--- src/rtl/aes_pkg.sv ---
// Shared AES definitions: widths, field constants, FSM encoding and the
// GF(2^8) / affine helpers used by every S-box lane.
package aes_pkg;

  localparam int unsigned AES_STATE_W   = 128;
  localparam int unsigned AES_BYTES     = 16;
  localparam logic [8:0]  GF_POLY       = 9'h11B;
  localparam logic [7:0]  SBOX_AFFINE_C = 8'h63;
  localparam logic [7:0]  INV_AFFINE_C  = 8'h05;

  typedef enum logic [1:0] {
    IDLE = 2'd0,
    BUSY = 2'd1,
    DONE = 2'd2
  } aes_state_e;

  // Shift-and-add multiply, reducing by the AES polynomial on each shift.
  function automatic logic [7:0] gf_mul(input logic [7:0] a, input logic [7:0] b);
    logic [7:0] p;
    logic [7:0] aa;
    p  = 8'h00;
    aa = a;
    for (int i = 0; i < 8; i++) begin
      if (b[i]) p = p ^ aa;
      aa = aa[7] ? ({aa[6:0], 1'b0} ^ GF_POLY[7:0]) : {aa[6:0], 1'b0};
    end
    return p;
  endfunction

  // x^254 == x^-1 in GF(2^8); maps 0 to 0 without a special case.
  function automatic logic [7:0] gf_inv(input logic [7:0] x);
    logic [7:0] r;
    r = x;
    for (int i = 0; i < 6; i++) begin
      r = gf_mul(gf_mul(r, r), x);
    end
    return gf_mul(r, r);
  endfunction

  function automatic logic [7:0] sbox_affine(input logic [7:0] b);
    return b ^ {b[6:0], b[7]} ^ {b[5:0], b[7:6]} ^ {b[4:0], b[7:5]}
             ^ {b[3:0], b[7:4]} ^ SBOX_AFFINE_C;
  endfunction

  function automatic logic [7:0] inv_affine(input logic [7:0] b);
    return {b[6:0], b[7]} ^ {b[4:0], b[7:5]} ^ {b[1:0], b[7:2]} ^ INV_AFFINE_C;
  endfunction

endpackage

--- src/rtl/sub_bytes_engine_if.sv ---
// Input/output handshake bundle of the SubBytes engine.
// The inv mode port exists only when INV_SBOX_EN is defined.
interface sub_bytes_engine_if;
  import aes_pkg::*;

  logic                   in_valid;
  logic                   in_ready;
  logic [AES_STATE_W-1:0] in_data;
  logic                   out_valid;
  logic                   out_ready;
  logic [AES_STATE_W-1:0] out_data;
  logic                   busy;
`ifdef INV_SBOX_EN
  logic                   inv;
`endif

  modport master (
`ifdef INV_SBOX_EN
    output inv,
`endif
    output in_valid, in_data, out_ready,
    input  in_ready, out_valid, out_data, busy
  );

  modport slave (
`ifdef INV_SBOX_EN
    input  inv,
`endif
    input  in_valid, in_data, out_ready,
    output in_ready, out_valid, out_data, busy
  );

endinterface

--- src/rtl/sbox_lane.sv ---
// One combinational S-box lane: GF inverse plus affine transform.
// With INV_SBOX_EN, i_inv selects inverse-affine followed by GF inverse.
module sbox_lane
  import aes_pkg::*;
(
  input  logic [7:0] i_byte,
`ifdef INV_SBOX_EN
  input  logic       i_inv,
`endif
  output logic [7:0] o_byte
);

`ifdef INV_SBOX_EN
  assign o_byte = i_inv ? gf_inv(inv_affine(i_byte)) : sbox_affine(gf_inv(i_byte));
`else
  assign o_byte = sbox_affine(gf_inv(i_byte));
`endif

endmodule

--- src/rtl/sub_bytes_engine.sv ---
// Sequential SubBytes over a 128-bit state, BYTES_PER_CYCLE lanes per clock.
// Optional InvSubBytes mode under INV_SBOX_EN.
module sub_bytes_engine
  import aes_pkg::*;
#(
  parameter int unsigned BYTES_PER_CYCLE = 1
) (
  input  logic               clk,
  input  logic               rst,
  sub_bytes_engine_if.slave  bus
);

  localparam int unsigned   STATE_W  = AES_STATE_W;
  localparam int unsigned   CNT_W    = 5;
  localparam logic [CNT_W-1:0] STEP     = CNT_W'(BYTES_PER_CYCLE);
  localparam logic [CNT_W-1:0] LAST_CNT = CNT_W'(AES_BYTES - BYTES_PER_CYCLE);

  if (!(BYTES_PER_CYCLE == 1 || BYTES_PER_CYCLE == 2 || BYTES_PER_CYCLE == 4 ||
        BYTES_PER_CYCLE == 8 || BYTES_PER_CYCLE == 16)) begin : g_bad_bpc
    $error("sub_bytes_engine: BYTES_PER_CYCLE must be 1, 2, 4, 8 or 16");
  end

  aes_state_e                        r_state;
  logic [AES_BYTES-1:0][7:0]         r_work;
  logic [AES_BYTES-1:0][7:0]         w_work_next;
  logic [CNT_W-1:0]                  r_cnt;
  logic                              r_in_ready;
  logic                              r_out_valid;
  logic                              r_busy;
  logic [STATE_W-1:0]                r_out_data;
  logic [BYTES_PER_CYCLE-1:0][3:0]   w_lane_pos;
  logic [BYTES_PER_CYCLE-1:0][7:0]   w_lane_in;
  logic [BYTES_PER_CYCLE-1:0][7:0]   w_lane_out;
`ifdef INV_SBOX_EN
  logic                              r_inv;
`endif

  // Byte 0 sits in the top bits, so packed index = 15 - byte number.
  for (genvar g = 0; g < int'(BYTES_PER_CYCLE); g++) begin : g_lane
    assign w_lane_pos[g] = 4'(AES_BYTES - 1) - (r_cnt[3:0] + 4'(g));
    assign w_lane_in[g]  = r_work[w_lane_pos[g]];

    sbox_lane u_lane (
      .i_byte (w_lane_in[g]),
`ifdef INV_SBOX_EN
      .i_inv  (r_inv),
`endif
      .o_byte (w_lane_out[g])
    );
  end

  always_comb begin
    w_work_next = r_work;
    for (int k = 0; k < int'(BYTES_PER_CYCLE); k++) begin
      w_work_next[w_lane_pos[k]] = w_lane_out[k];
    end
  end

  always_ff @(posedge clk) begin
    if (rst) begin
      r_state     <= IDLE;
      r_work      <= '0;
      r_cnt       <= '0;
      r_in_ready  <= 1'b0;
      r_out_valid <= 1'b0;
      r_out_data  <= '0;
      r_busy      <= 1'b0;
`ifdef INV_SBOX_EN
      r_inv       <= 1'b0;
`endif
    end else begin
      case (r_state)
        IDLE: begin
          r_in_ready <= 1'b1;
          if (bus.in_valid && r_in_ready) begin
            r_work     <= bus.in_data;
            r_cnt      <= '0;
            r_in_ready <= 1'b0;
            r_busy     <= 1'b1;
            r_state    <= BUSY;
`ifdef INV_SBOX_EN
            r_inv      <= bus.inv;
`endif
          end
        end
        BUSY: begin
          r_work <= w_work_next;
          r_cnt  <= r_cnt + STEP;
          if (r_cnt == LAST_CNT) begin
            r_busy      <= 1'b0;
            r_out_valid <= 1'b1;
            r_out_data  <= w_work_next;
            r_state     <= DONE;
          end
        end
        DONE: begin
          if (bus.out_ready) begin
            r_out_valid <= 1'b0;
            r_out_data  <= '0;
            r_in_ready  <= 1'b1;
            r_state     <= IDLE;
          end
        end
        default: r_state <= IDLE;
      endcase
    end
  end

  assign bus.in_ready  = r_in_ready;
  assign bus.out_valid = r_out_valid;
  assign bus.out_data  = r_out_data;
  assign bus.busy      = r_busy;

endmodule
--- src/flat_wrapper.sv ---
// flat-port wrapper written by rule: the top's interface ports become plain ports
module sub_bytes_engine_flat import aes_pkg::*;
#(
  parameter int unsigned BYTES_PER_CYCLE = 1
)
  (clk, rst, bus_in_valid, bus_in_data, bus_out_ready, bus_in_ready, bus_out_valid, bus_out_data, bus_busy);
  sub_bytes_engine_if bus_i ();
  input  logic clk;
  input  logic rst;
  input wire logic [$bits(bus_i.in_valid)-1:0] bus_in_valid;
  input wire logic [$bits(bus_i.in_data)-1:0] bus_in_data;
  input wire logic [$bits(bus_i.out_ready)-1:0] bus_out_ready;
  output wire logic [$bits(bus_i.in_ready)-1:0] bus_in_ready;
  output wire logic [$bits(bus_i.out_valid)-1:0] bus_out_valid;
  output wire logic [$bits(bus_i.out_data)-1:0] bus_out_data;
  output wire logic [$bits(bus_i.busy)-1:0] bus_busy;
  assign bus_i.in_valid = bus_in_valid;
  assign bus_i.in_data = bus_in_data;
  assign bus_i.out_ready = bus_out_ready;
  assign bus_in_ready = bus_i.in_ready;
  assign bus_out_valid = bus_i.out_valid;
  assign bus_out_data = bus_i.out_data;
  assign bus_busy = bus_i.busy;
  sub_bytes_engine #(.BYTES_PER_CYCLE(BYTES_PER_CYCLE)) u_core (.clk(clk), .rst(rst), .bus(bus_i));
endmodule
--- config.mk ---
export PLATFORM = sky130hd
export DESIGN_NAME = sub_bytes_engine_flat
export DESIGN_NICKNAME = d
export VERILOG_FILES = /design/src/rtl/aes_pkg.sv /design/src/rtl/sub_bytes_engine_if.sv /design/src/rtl/sbox_lane.sv /design/src/rtl/sub_bytes_engine.sv /design/src/flat_wrapper.sv
export SDC_FILE = /design/constraint.sdc
export NUM_CORES = 1
export LEC_CHECK = 0
export CORE_MARGIN = 3
export CORE_UTILIZATION = 61
export CTS_BUF_LIST = sky130_fd_sc_hd__clkbuf_2
export DETAILED_ROUTE_END_ITERATION = 16
export GPL_TIMING_DRIVEN = 0
export PLACE_DENSITY = 0.85
export SYNTH_ARGS = -nofsm -noshare
export SYNTH_HDL_FRONTEND = slang
export SYNTH_SLANG_ARGS = --single-unit
--- constraint.sdc ---
create_clock -name clk -period 50.1 [get_ports clk]
set_clock_uncertainty 0.1 [all_clocks]
set_input_delay 10.02 -clock clk [delete_from_list [all_inputs] [get_ports clk]]
set_output_delay 10.02 -clock clk [all_outputs]
set_load 0.02 [all_outputs]
# --- Yosys cells after proc, flatten, opt, wreduce, memory -nomap -nowiden ---
# Cells that the tools add are included.
op_classes:
  add_sub_neg: 2
  magnitude_cmp: 2
  n_eq_ne: 6
  mux: 220
  bitwise: 187
  n_reduce_logical: 11
op_table:
  columns: ["operator", "n"]
  rows:
  - ["8-bit two-way mux", 106]
  - ["8-bit XOR", 95]
  - ["128-bit case mux with 2 select lines", 2]
  - ["5-bit two-way mux", 92]
  - ["128-bit two-way mux", 3]
  - ["4-bit NOT", 92]
  - ["128-bit bitwise mux", 1]
  - ["8-bit binary-select mux with 4-bit select", 1]
  - ["8-bit demux with 4-bit select", 1]
  - ["5-bit case mux with 2 select lines", 1]
  - ["3-bit AND reduction", 3]
  - ["1-bit two-way mux", 6]
  - ["2-bit two-way mux", 3]
  - ["1-bit case mux with 2 select lines", 3]
  - ["2-bit case mux with 3 select lines", 1]
  - ["2-bit nonzero test", 3]
  - ["5-bit by 1-bit adder with 5-bit output, second input constant", 1]
  - ["5-bit by 4-bit == test with 1-bit output, second input constant", 1]
  - ["4-bit by 5-bit < comparator with 1-bit output, second input constant", 1]
  - ["4-bit by 1-bit greater-or-equal comparator with 1-bit output, second input constant", 1]
  - ["2-bit by 1-bit != test with 1-bit output, second input constant", 2]
  - ["2-bit AND reduction", 2]
  - ["4-bit subtractor, first input constant", 1]
  - ["2-bit by 1-bit == test with 1-bit output, second input constant", 1]
  - ["other kinds (4)", 5]
word_totals:
  ff_bits: 266
  inputBits: 132
  out_inout_bits: 131

# --- Longest topological paths before layout ---
# Gate-level depths: netlist (run 1).
logic_depth:
  ltp_word: 219
  mapped_depth: 101

# --- By module ---
# From an unflattened synthesis (run 1), not the netlist that was laid out.
hier_totals:
  cells_unflattened: 3152
  hier_area_um2: 27207.3
modules_own_cells:
  columns: ["module", "n_inst", "cells_per_inst", "area_per_inst_um2"]
  rows:
  - ["sbox_lane", 1, 1801, 14800.4]
  - ["sub_bytes_engine", 1, 1351, 12406.9]

# --- Least setup slack after synthesis (run 1) ---
# OpenSTA, ideal clock, no wires.
synth_path:
  path_kind: "reg-to-reg"
  start: "register u_core.r_cnt[0]"
  end: "register u_core.r_work[104] in the netlist's numbering"
  setup_ps: 142
  t_arrival_ps: 25059
  t_required_ps: 49858
  path_slack_ps: 24799
  stages_incl_launch_ff: 94
  path_buffers: 16
  cell_sequence: "dfxtp_1 > buf_6 > buf_6 > buf_6 > mux4_2 > mux2_2 > inv_1 > clkbuf_1 > clkbuf_1 > clkbuf_1 > ha_1 > clkbuf_1 > nand2b_1 > mux2_2 > and3_1 > nor3_1 > xnor2_1 > buf_2 > (+58 left out) > buf_4 > buf_6 > nand2_1 > xnor2_1 > xnor3_1 > xor2_2 > buf_2 > ha_1 > xnor3_1 > mux2i_1 > xor2_1 > xnor3_1 > xor2_2 > xnor2_2 > xnor3_1 > buf_4 > mux2i_1 > a221oi_1"
synth_via:
  elab_chain_len: 205
  elab_cells_between_ends: 392
  cone_classes: "add/sub: 1; order compare: 2; mux: 201; bitwise: 187; reduce/logical: 1"
synth_rtl:
  columns: ["item", "line_no", "rtl"]
  rows:
  - ["start: declaration", "sub_bytes_engine.sv:26", "logic [CNT_W-1:0] r_cnt;"]
  - ["start signal: assignment", "sub_bytes_engine.sv:88", "r_cnt <= r_cnt + STEP;"]
  - ["4-bit subtractor (*)", "sub_bytes_engine.sv:40", "assign w_lane_pos[g] = 4'(AES_BYTES - 1) - (r_cnt[3:0] + 4'(g));"]
  - ["8-bit binary-select mux with 4-bit select", "sub_bytes_engine.sv:41", "assign w_lane_in[g] = r_work[w_lane_pos[g]];"]
  - ["8-bit two-way mux (not written as such)", "sub_bytes_engine.sv:41", null]
  - ["8-bit two-way mux (tied with other cells)", "aes_pkg.sv:24", "if (b[i]) p = p ^ aa;"]
  - ["8-bit XOR or 5-bit two-way mux (tied branches)", "aes_pkg.sv:24, aes_pkg.sv:25", null]
  - ["8-bit two-way mux or 8-bit XOR (tied branches)", "aes_pkg.sv:24", null]
  - ["8-bit XOR or 8-bit two-way mux (tied branches)", "aes_pkg.sv:24", null]
  - ["8-bit two-way mux or 8-bit XOR (tied branches)", "aes_pkg.sv:24", null]
  - ["(+188 left out)", null, null]
  - ["8-bit XOR or 8-bit two-way mux (tied branches)", "aes_pkg.sv:24", null]
  - ["8-bit two-way mux or 8-bit XOR (tied branches)", "aes_pkg.sv:24", null]
  - ["8-bit XOR (tied with other cells) (2 in series)", "aes_pkg.sv:41", "return b ^ {b[6:0], b[7]} ^ {b[5:0], b[7:6]} ^ {b[4:0], b[7:5]}"]
  - ["8-bit XOR or 8-bit two-way mux (tied branches)", "aes_pkg.sv:41, aes_pkg.sv:24", null]
  - ["8-bit XOR", "aes_pkg.sv:42", "^ {b[3:0], b[7:4]} ^ SBOX_AFFINE_C;"]
  - ["4-bit NOT (no source line)", null, null]
  - ["128-bit bitwise mux (*)", "sub_bytes_engine.sv:55", "w_work_next[w_lane_pos[k]] = w_lane_out[k];"]
  - ["128-bit case mux with 2 select lines (*)", "sub_bytes_engine.sv:72", "case (r_state)"]
  - ["end signal: assignment", "sub_bytes_engine.sv:76", "r_work <= bus.in_data;"]
  - ["end signal: assignment", "sub_bytes_engine.sv:87", "r_work <= w_work_next;"]
  - ["end: declaration", "sub_bytes_engine.sv:24", "logic [AES_BYTES-1:0][7:0] r_work;"]
# Every way passes the cells marked *; elsewhere a longest branch is shown, timed or not. The select of a mux whose other input is x is not followed.
# A chain may end at the register's enable or synchronous reset.

# --- Worst setup path in the final report (run 1) ---
layout_path:
  start: "register u_core.r_cnt[1]"
  end: "register u_core.r_work[4] in the netlist's numbering"
layout_via:
  elab_chain_len: 207
  elab_cells_between_ends: 391
  cone_classes: "add/sub: 1; order compare: 2; mux: 201; bitwise: 186; reduce/logical: 1"
layout_rtl:
  columns: ["item", "line_no"]
  rows:
  - ["4-bit subtractor (*)", "sub_bytes_engine.sv:40"]
  - ["8-bit binary-select mux with 4-bit select", "sub_bytes_engine.sv:41"]
  - ["8-bit two-way mux (not written as such)", "sub_bytes_engine.sv:41"]
  - ["4-bit NOT (no source line) (tied with other cells)", null]
  - ["5-bit two-way mux or 8-bit XOR (tied branches)", "aes_pkg.sv:25, aes_pkg.sv:24"]
  - ["8-bit XOR or 8-bit two-way mux (tied branches)", "aes_pkg.sv:24"]
  - ["8-bit two-way mux or 8-bit XOR (tied branches)", "aes_pkg.sv:24"]
  - ["8-bit XOR or 8-bit two-way mux (tied branches)", "aes_pkg.sv:24"]
  - ["(+189 left out)", null]
  - ["8-bit XOR", "aes_pkg.sv:24"]
  - ["8-bit two-way mux", "aes_pkg.sv:24"]
  - ["8-bit XOR", "aes_pkg.sv:24"]
  - ["8-bit two-way mux", "aes_pkg.sv:24"]
  - ["8-bit XOR (3 in series)", "aes_pkg.sv:41"]
  - ["8-bit XOR", "aes_pkg.sv:42"]
  - ["128-bit bitwise mux (*)", "sub_bytes_engine.sv:55"]
  - ["128-bit case mux with 2 select lines (*)", "sub_bytes_engine.sv:72"]
# Marks and branches as above.

==> reports/summary.txt, run 1 <==
Clock Sink Count: 266
RSZ-0062 raised after global routing: no
vias per cell: 6.66
storage element area: 5330 um^2
fin nets: 3514
delay-heaviest family, CP: XOR/XNOR gates
CTS tree: built
Worst Setup End Kind: register
number of I/O port buffers: 261
Synth Register Bits: 266
Adder-Cell Fraction of Synth Area: 0.00572
synth warn: 0
critical path arrival: 32.63 ns
status: complete, no violations
MaxCap Viol Count: 0
Fmax achieved: 31.2 MHz
grt ovf: 0
hold-fix buffers at CTS: 0
Clk Latency, worst-skew pair: 0.92 ns
first-pass GRT wire length: 151 mm
clk slew on worst S/H paths: 0.11 ns
crit path max fanout: 10
PostCTS Resize Cnt: 0
vias in the first global route: 25800
WP data required: 50.66 ns
multi-input logic area: 19700 um^2
area of the core: 42200 um^2
most used flip-flop cell after synthesis: dfxtp_1
post-synth cell types: 92
final core utilization: 0.715
CP max stage cell: xnor2_1
Post-DRT Antenna Nets: 0
simple-gate share of the synthesized area: 0.150
Worst slew margin: 0.139
slowest stage delay, CP: 1.01 ns
die width: 213 um
hold slack: 0.351 ns
drt drc: 0
Routed Wire Length: 101 mm
Worst Hold Class: reg -> reg
vias: 26300
Fillers: 3358
mux contribution to synthesized area: 0.0978
Post-Syn Area: 26200 um^2
Syn Inst Count: 3041
minimum clock period: 32.06 ns
Avg Inst Size Synth: 8.63 um^2
sequential fraction of the synthesis area: 0.203
DR pass1 iterations: 7
setup bufs post-CTS: 0
H-tree levels: 3
Placement Rows: 75
DP HPWL: 78.3 mm
die area: 45500 um^2
leading cell type in the layout, fill and taps excluded: nand2_1
gr usage total: 0.431
final setup fails: 0
Sum Neg Setup Slack: 0 ns
Worst-Margin Slew: 1.28 ns
Crit Path Category: reg -> reg
largest net degree at the start of global routing: 11
clk buf depth: 3
initial antenna violation count: 6
Area growth syn-to-layout: 15.0%
most frequent cells in the layout: nand2_1 (429), xnor2_1 (321), dfxtp_1 (266)
Final Hold Viols: 0
syn_nets: 3185
Synth Area in Compound Gates: 0.173
Initial DRC Count: 3476
routability cong.: 1.07
fraction of registers with async set or reset after synthesis: 0
CP Buf/Inv Count: 18
ratio of final minimum period to clock period: 0.640
Die H: 213 um
io pins: 263
main combinational cell family by area after synthesis: XOR/XNOR gates
Startpoint Class: register
Post-Synth XOR/XNOR Area: 0.322
average wire per standard cell: 25.6 um
CTS buffer count: 66
clk root buf: clkbuf_2
fin. max-slew vios: 0
Post-synth EDFFs: 0
crit-path most repeated cell: xnor3_1
initial core utilization: 0.621
layout cells sized above 1: 0.0974
==> metal layers <==
layer  track usage  vias up  wire (um)  part of all wire
met2         0.705     2060      45900              0.45
li1              -    11500          -                 -
met5             0        -         39           0.00039
met4         0.303        6       8620             0.085
met1         0.505    12300      35200              0.35
met3        0.0958      513      11400              0.11
==> kinds of logic after synthesis <==
kind of cell	count (synthesis)
fa+ha+maj	12
buf+inv	283
xor+xnor	655
flops	266
simple gates	912
mux	217
compound gates	696
==> area by class of cell <==
class,count,area share
repair buffers,261,0.0866
multi-input cells,2492,0.651
plain buffers,252,0.0379
clock buffers,92,0.0153
well taps,539,0.0223
diodes,1,0.0000829
flip-flops and latches,266,0.176
inverters,31,0.00386
clock inverters,13,0.00634
==> worst reg2reg max path, delay by kind of cell, from the launching register on <==
family	cells	cell delay (ns)
flops	1	0.70
compound gates	10	3.34
fa+ha+maj	7	2.61
xor+xnor	37	15.25
simple gates	12	2.07
mux	5	1.80
buf+inv	18	6.01
==> through the flow <==
step                      std cells  instance area, um^2  worst slack [ns]
final                          3947                30200             18.04
after CTS                      3946                30200             18.65
after floorplan                3041                26200             24.80
after global routing           3947                30200             16.93
after global placement         3841                29500             19.34
after detailed placement       3841                29500             18.79
==> cells in the mapped netlist (33+ instances only) <==
master / n / area share
o21ai_1: 121 / 0.023
nand3_1: 33 / 0.0063
xnor3_1: 122 / 0.10
xor2_1: 124 / 0.041
nor3_1: 98 / 0.019
a221oi_1: 73 / 0.024
xnor2_1: 321 / 0.11
nand2_1: 429 / 0.061
a211oi_1: 43 / 0.012
buf_2: 51 / 0.0097
clkbuf_1: 146 / 0.021
o22ai_1: 79 / 0.019
nor2_1: 244 / 0.035
dfxtp_1: 266 / 0.20
mux2i_1: 173 / 0.066
a21oi_1: 93 / 0.018
o21ai_0: 131 / 0.025
==> sequential cells by signal, indices dropped and copies added, names as in the netlist <==
name and flops:
u_core.r_cnt 5, u_core.bus.busy 1, u_core.bus.out_valid 1, u_core.bus.in_ready 1, u_core.r_state 2, u_core.bus.out_data 128
u_core.r_work 128
==> worst paths after layout <==
| check | startpoint | to | slack [ns] | depth (start not counted) |
|---|---|---|---|---|
| min reg2reg | u_core.bus.out_data[108]$_SDFFE_PP0P_ | u_core.bus.out_data[108]$_SDFFE_PP0P_ | 0.35 | 2 |
| max | u_core.r_cnt[1]$_SDFFE_PP0P_ | u_core.r_work[4]$_SDFFE_PP0P_ | 18.04 | 89 |
| max reg2reg | u_core.r_cnt[1]$_SDFFE_PP0P_ | u_core.r_work[4]$_SDFFE_PP0P_ | 18.04 | 89 |
| min | u_core.bus.out_data[108]$_SDFFE_PP0P_ | u_core.bus.out_data[108]$_SDFFE_PP0P_ | 0.35 | 2 |
Power of run 1 is not shown: default switching activity piles up to over one toggle a cycle in this logic, so the estimate is an artifact.
==> run 2, diff against run 1 <==
--- a/config.mk
+++ b/config.mk
@@ -6,11 +6,11 @@
 export NUM_CORES = 1
 export LEC_CHECK = 0
 export CORE_MARGIN = 3
-export CORE_UTILIZATION = 61
+export CORE_UTILIZATION = 55
 export CTS_BUF_LIST = sky130_fd_sc_hd__clkbuf_2
 export DETAILED_ROUTE_END_ITERATION = 16
 export GPL_TIMING_DRIVEN = 0
-export PLACE_DENSITY = 0.85
+export PLACE_DENSITY = 0.81
 export SYNTH_ARGS = -nofsm -noshare
 export SYNTH_HDL_FRONTEND = slang
 export SYNTH_SLANG_ARGS = --single-unit
==> constraint.sdc (replaced) <==
create_clock -name clk -period 27.4 [get_ports clk]
set_clock_uncertainty 0.1 [all_clocks]
set_input_delay 5.48 -clock clk [delete_from_list [all_inputs] [get_ports clk]]
set_output_delay 5.48 -clock clk [all_outputs]
set_load 0.02 [all_outputs]
==> run 2 against run 1 <==
Compared with the run above: register-to-register slack lost 17 ns; worst hold slack better by 0.0015 ns; non-clock buffer count grew 17; final cell count increased by 2.8%; core utilization down 5.6 points; critical endpoint is now u_core.bus.out_data[93]$_SDFFE_PP0P_; largest cell class unchanged.
==> reports/summary.txt, run 2 (synthesized netlist as in run 1, its figures left out) <==
status: complete, no violations
CTS buffer count: 70 (+6.1%)
vias per cell: 6.46 (-3.1%)
Area growth syn-to-layout: 17.5%
Worst Hold Class: reg -> reg
Routed Wire Length: 104 mm (+2.7%)
most frequent cells in the layout: nand2_1 (429), xnor2_1 (305), dfxtp_1 (265)
first-pass GRT wire length: 155 mm (+2.2%)
DR pass1 iterations: 6 (-1)
initial antenna violation count: 7 (+1)
multi-input logic area: 20000 um^2 (+2.0%)
clk buf depth: 3 (unchanged)
die area: 50400 um^2 (+11%)
MaxCap Viol Count: 0 (unchanged)
WP data required: 28.21 ns (-22.45 ns)
dpl cell area: 29600 um^2 (+0.29%)
routability cong.: 0.996 (-7.0%)
Initial DRC Count: 3228 (-7.1%)
number of I/O port buffers: 261 (unchanged)
Die H: 224 um (+5.2%)
Crit Path Category: reg -> reg
Cells after DPL: 3909 (+1.8%)
Worst slew margin: 0.222 (+0.0828)
minimum clock period: 26.58 ns (-5.48 ns)
ratio of final minimum period to clock period: 0.970 (+0.330)
crit-path most repeated cell: xnor3_1
Worst-Margin Slew: 1.16 ns (-0.119 ns)
vias: 26200 (-0.38%)
final setup fails: 0 (unchanged)
Clk Latency, worst-skew pair: 0.98 ns (+0.06 ns)
Clock Sink Count: 266 (unchanged)
slowest stage delay, CP: 0.80 ns (-0.21 ns)
Startpoint Class: register
Final Non-Filler Cells: 4059 (+2.8%)
Final Hold Viols: 0 (unchanged)
Fmax achieved: 37.6 MHz (+21%)
leading cell type in the layout, fill and taps excluded: nand2_1
area of the core: 46900 um^2 (+11%)
Placement Rows: 79 (+5.3%)
hold-fix buffers at CTS: 0 (unchanged)
grt ovf: 0 (unchanged)
clk slew on worst S/H paths: 0.10 ns (about the same)
initial core utilization: 0.560 (-0.0613)
io pins: 263 (unchanged)
DP HPWL: 80.6 mm (+3.0%)
gr usage total: 0.398 (-0.0332)
layout cells sized above 1: 0.120 (+0.0222)
vias in the first global route: 25700 (-0.30%)
fin area: 30800 um^2 (+2.2%)
R2R cell count: 87 (-2.2%)
average wire per standard cell: 25.6 um (-0.16%)
hold depth: 2 (unchanged)
drt drc: 0 (unchanged)
fin. max-slew vios: 0 (unchanged)
crit path max fanout: 10 (unchanged)
die width: 224 um (+5.2%)
Fillers: 4000 (+19%)
CP max stage cell: a311oi_1
Worst Setup End Kind: register
Post-DRT Antenna Nets: 0 (unchanged)
fin nets: 3535 (+0.60%)
storage element area: 5330 um^2 (about the same)
critical path arrival: 27.38 ns (-5.25 ns)
Sum Neg Setup Slack: 0 ns (unchanged)
largest net degree at the start of global routing: 12 (+1)
clk root buf: clkbuf_2
H-tree levels: 3 (unchanged)
CTS tree: built
[run 2: cell types whose count changed in the layout (fill, tap and decap cells not counted), sizes merged]
cell	before	now
buf	106	121
inv	31	33
clkbuf	238	235
clkinv	8	32
bufinv	5	1
diode	1	9
clkinvlp	0	2
[run 2: path summary, 6_finish.rpt]
kind	startpoint	to	slack, ns
max	u_core.r_cnt[1]$_SDFFE_PP0P_	u_core.bus.out_data[93]$_SDFFE_PP0P_	0.82
min	u_core.bus.out_data[107]$_SDFFE_PP0P_	u_core.bus.out_data[107]$_SDFFE_PP0P_	0.35
max reg2reg	u_core.r_cnt[1]$_SDFFE_PP0P_	u_core.bus.out_data[93]$_SDFFE_PP0P_	0.82
min reg2reg	u_core.bus.out_data[107]$_SDFFE_PP0P_	u_core.bus.out_data[107]$_SDFFE_PP0P_	0.35
[run 2: per-layer routing]
| metal | wire [um] | track usage | vias to the layer above |
|---|---|---|---|
| li1 | - | - | 11500 |
| met1 | 38000 | 0.481 | 12400 |
| met2 | 47100 | 0.647 | 1757 |
| met3 | 10700 | 0.0800 | 474 |
| met4 | 8000 | 0.261 | 4 |
| met5 | 21 | 0 | - |
[run 2: layout make-up]
| class | instances | area share |
|---|---|---|
| Buffer | 250 | 0.0380 |
| Antenna cell | 9 | 0.000730 |
| Timing Repair Buffer | 280 | 0.0897 |
| Sequential cell | 266 | 0.173 |
| Multi-Input combinational cell | 2492 | 0.650 |
| Clock inverter | 37 | 0.00625 |
| Inverter | 31 | 0.00389 |
| Clock buffer | 87 | 0.0141 |
| Tap cell | 607 | 0.0246 |
[run 2: worst max-delay path: cells and delay by family (launching register included)]
family,cells,cell delay [ns]
flops,1,0.48
mux,7,2.27
compound gates,9,2.97
buf+inv,15,3.03
simple gates,11,2.03
fa+ha+maj,6,2.26
xor+xnor,39,13.34
[run 2: timing repair]
item                       4_1_cts  5_1_grt
buffers inserted                 6       13
gates resized for setup         41       44
pin swaps                        5        7
setup endpoints to repair      256      256
[run 2: stage by stage]
stage	hold WS [ns]	util	setup WS (ns)
detailed placement	0.338	0.632	-3.81
global route	0.376	0.658	-0.0882
CTS	0.354	0.650	0.0875
global placement	0.339	0.632	-3.53
floorplan	0.354	-	2.10
finish	0.352	0.658	0.823
Power of run 2 is left out for the same reason.
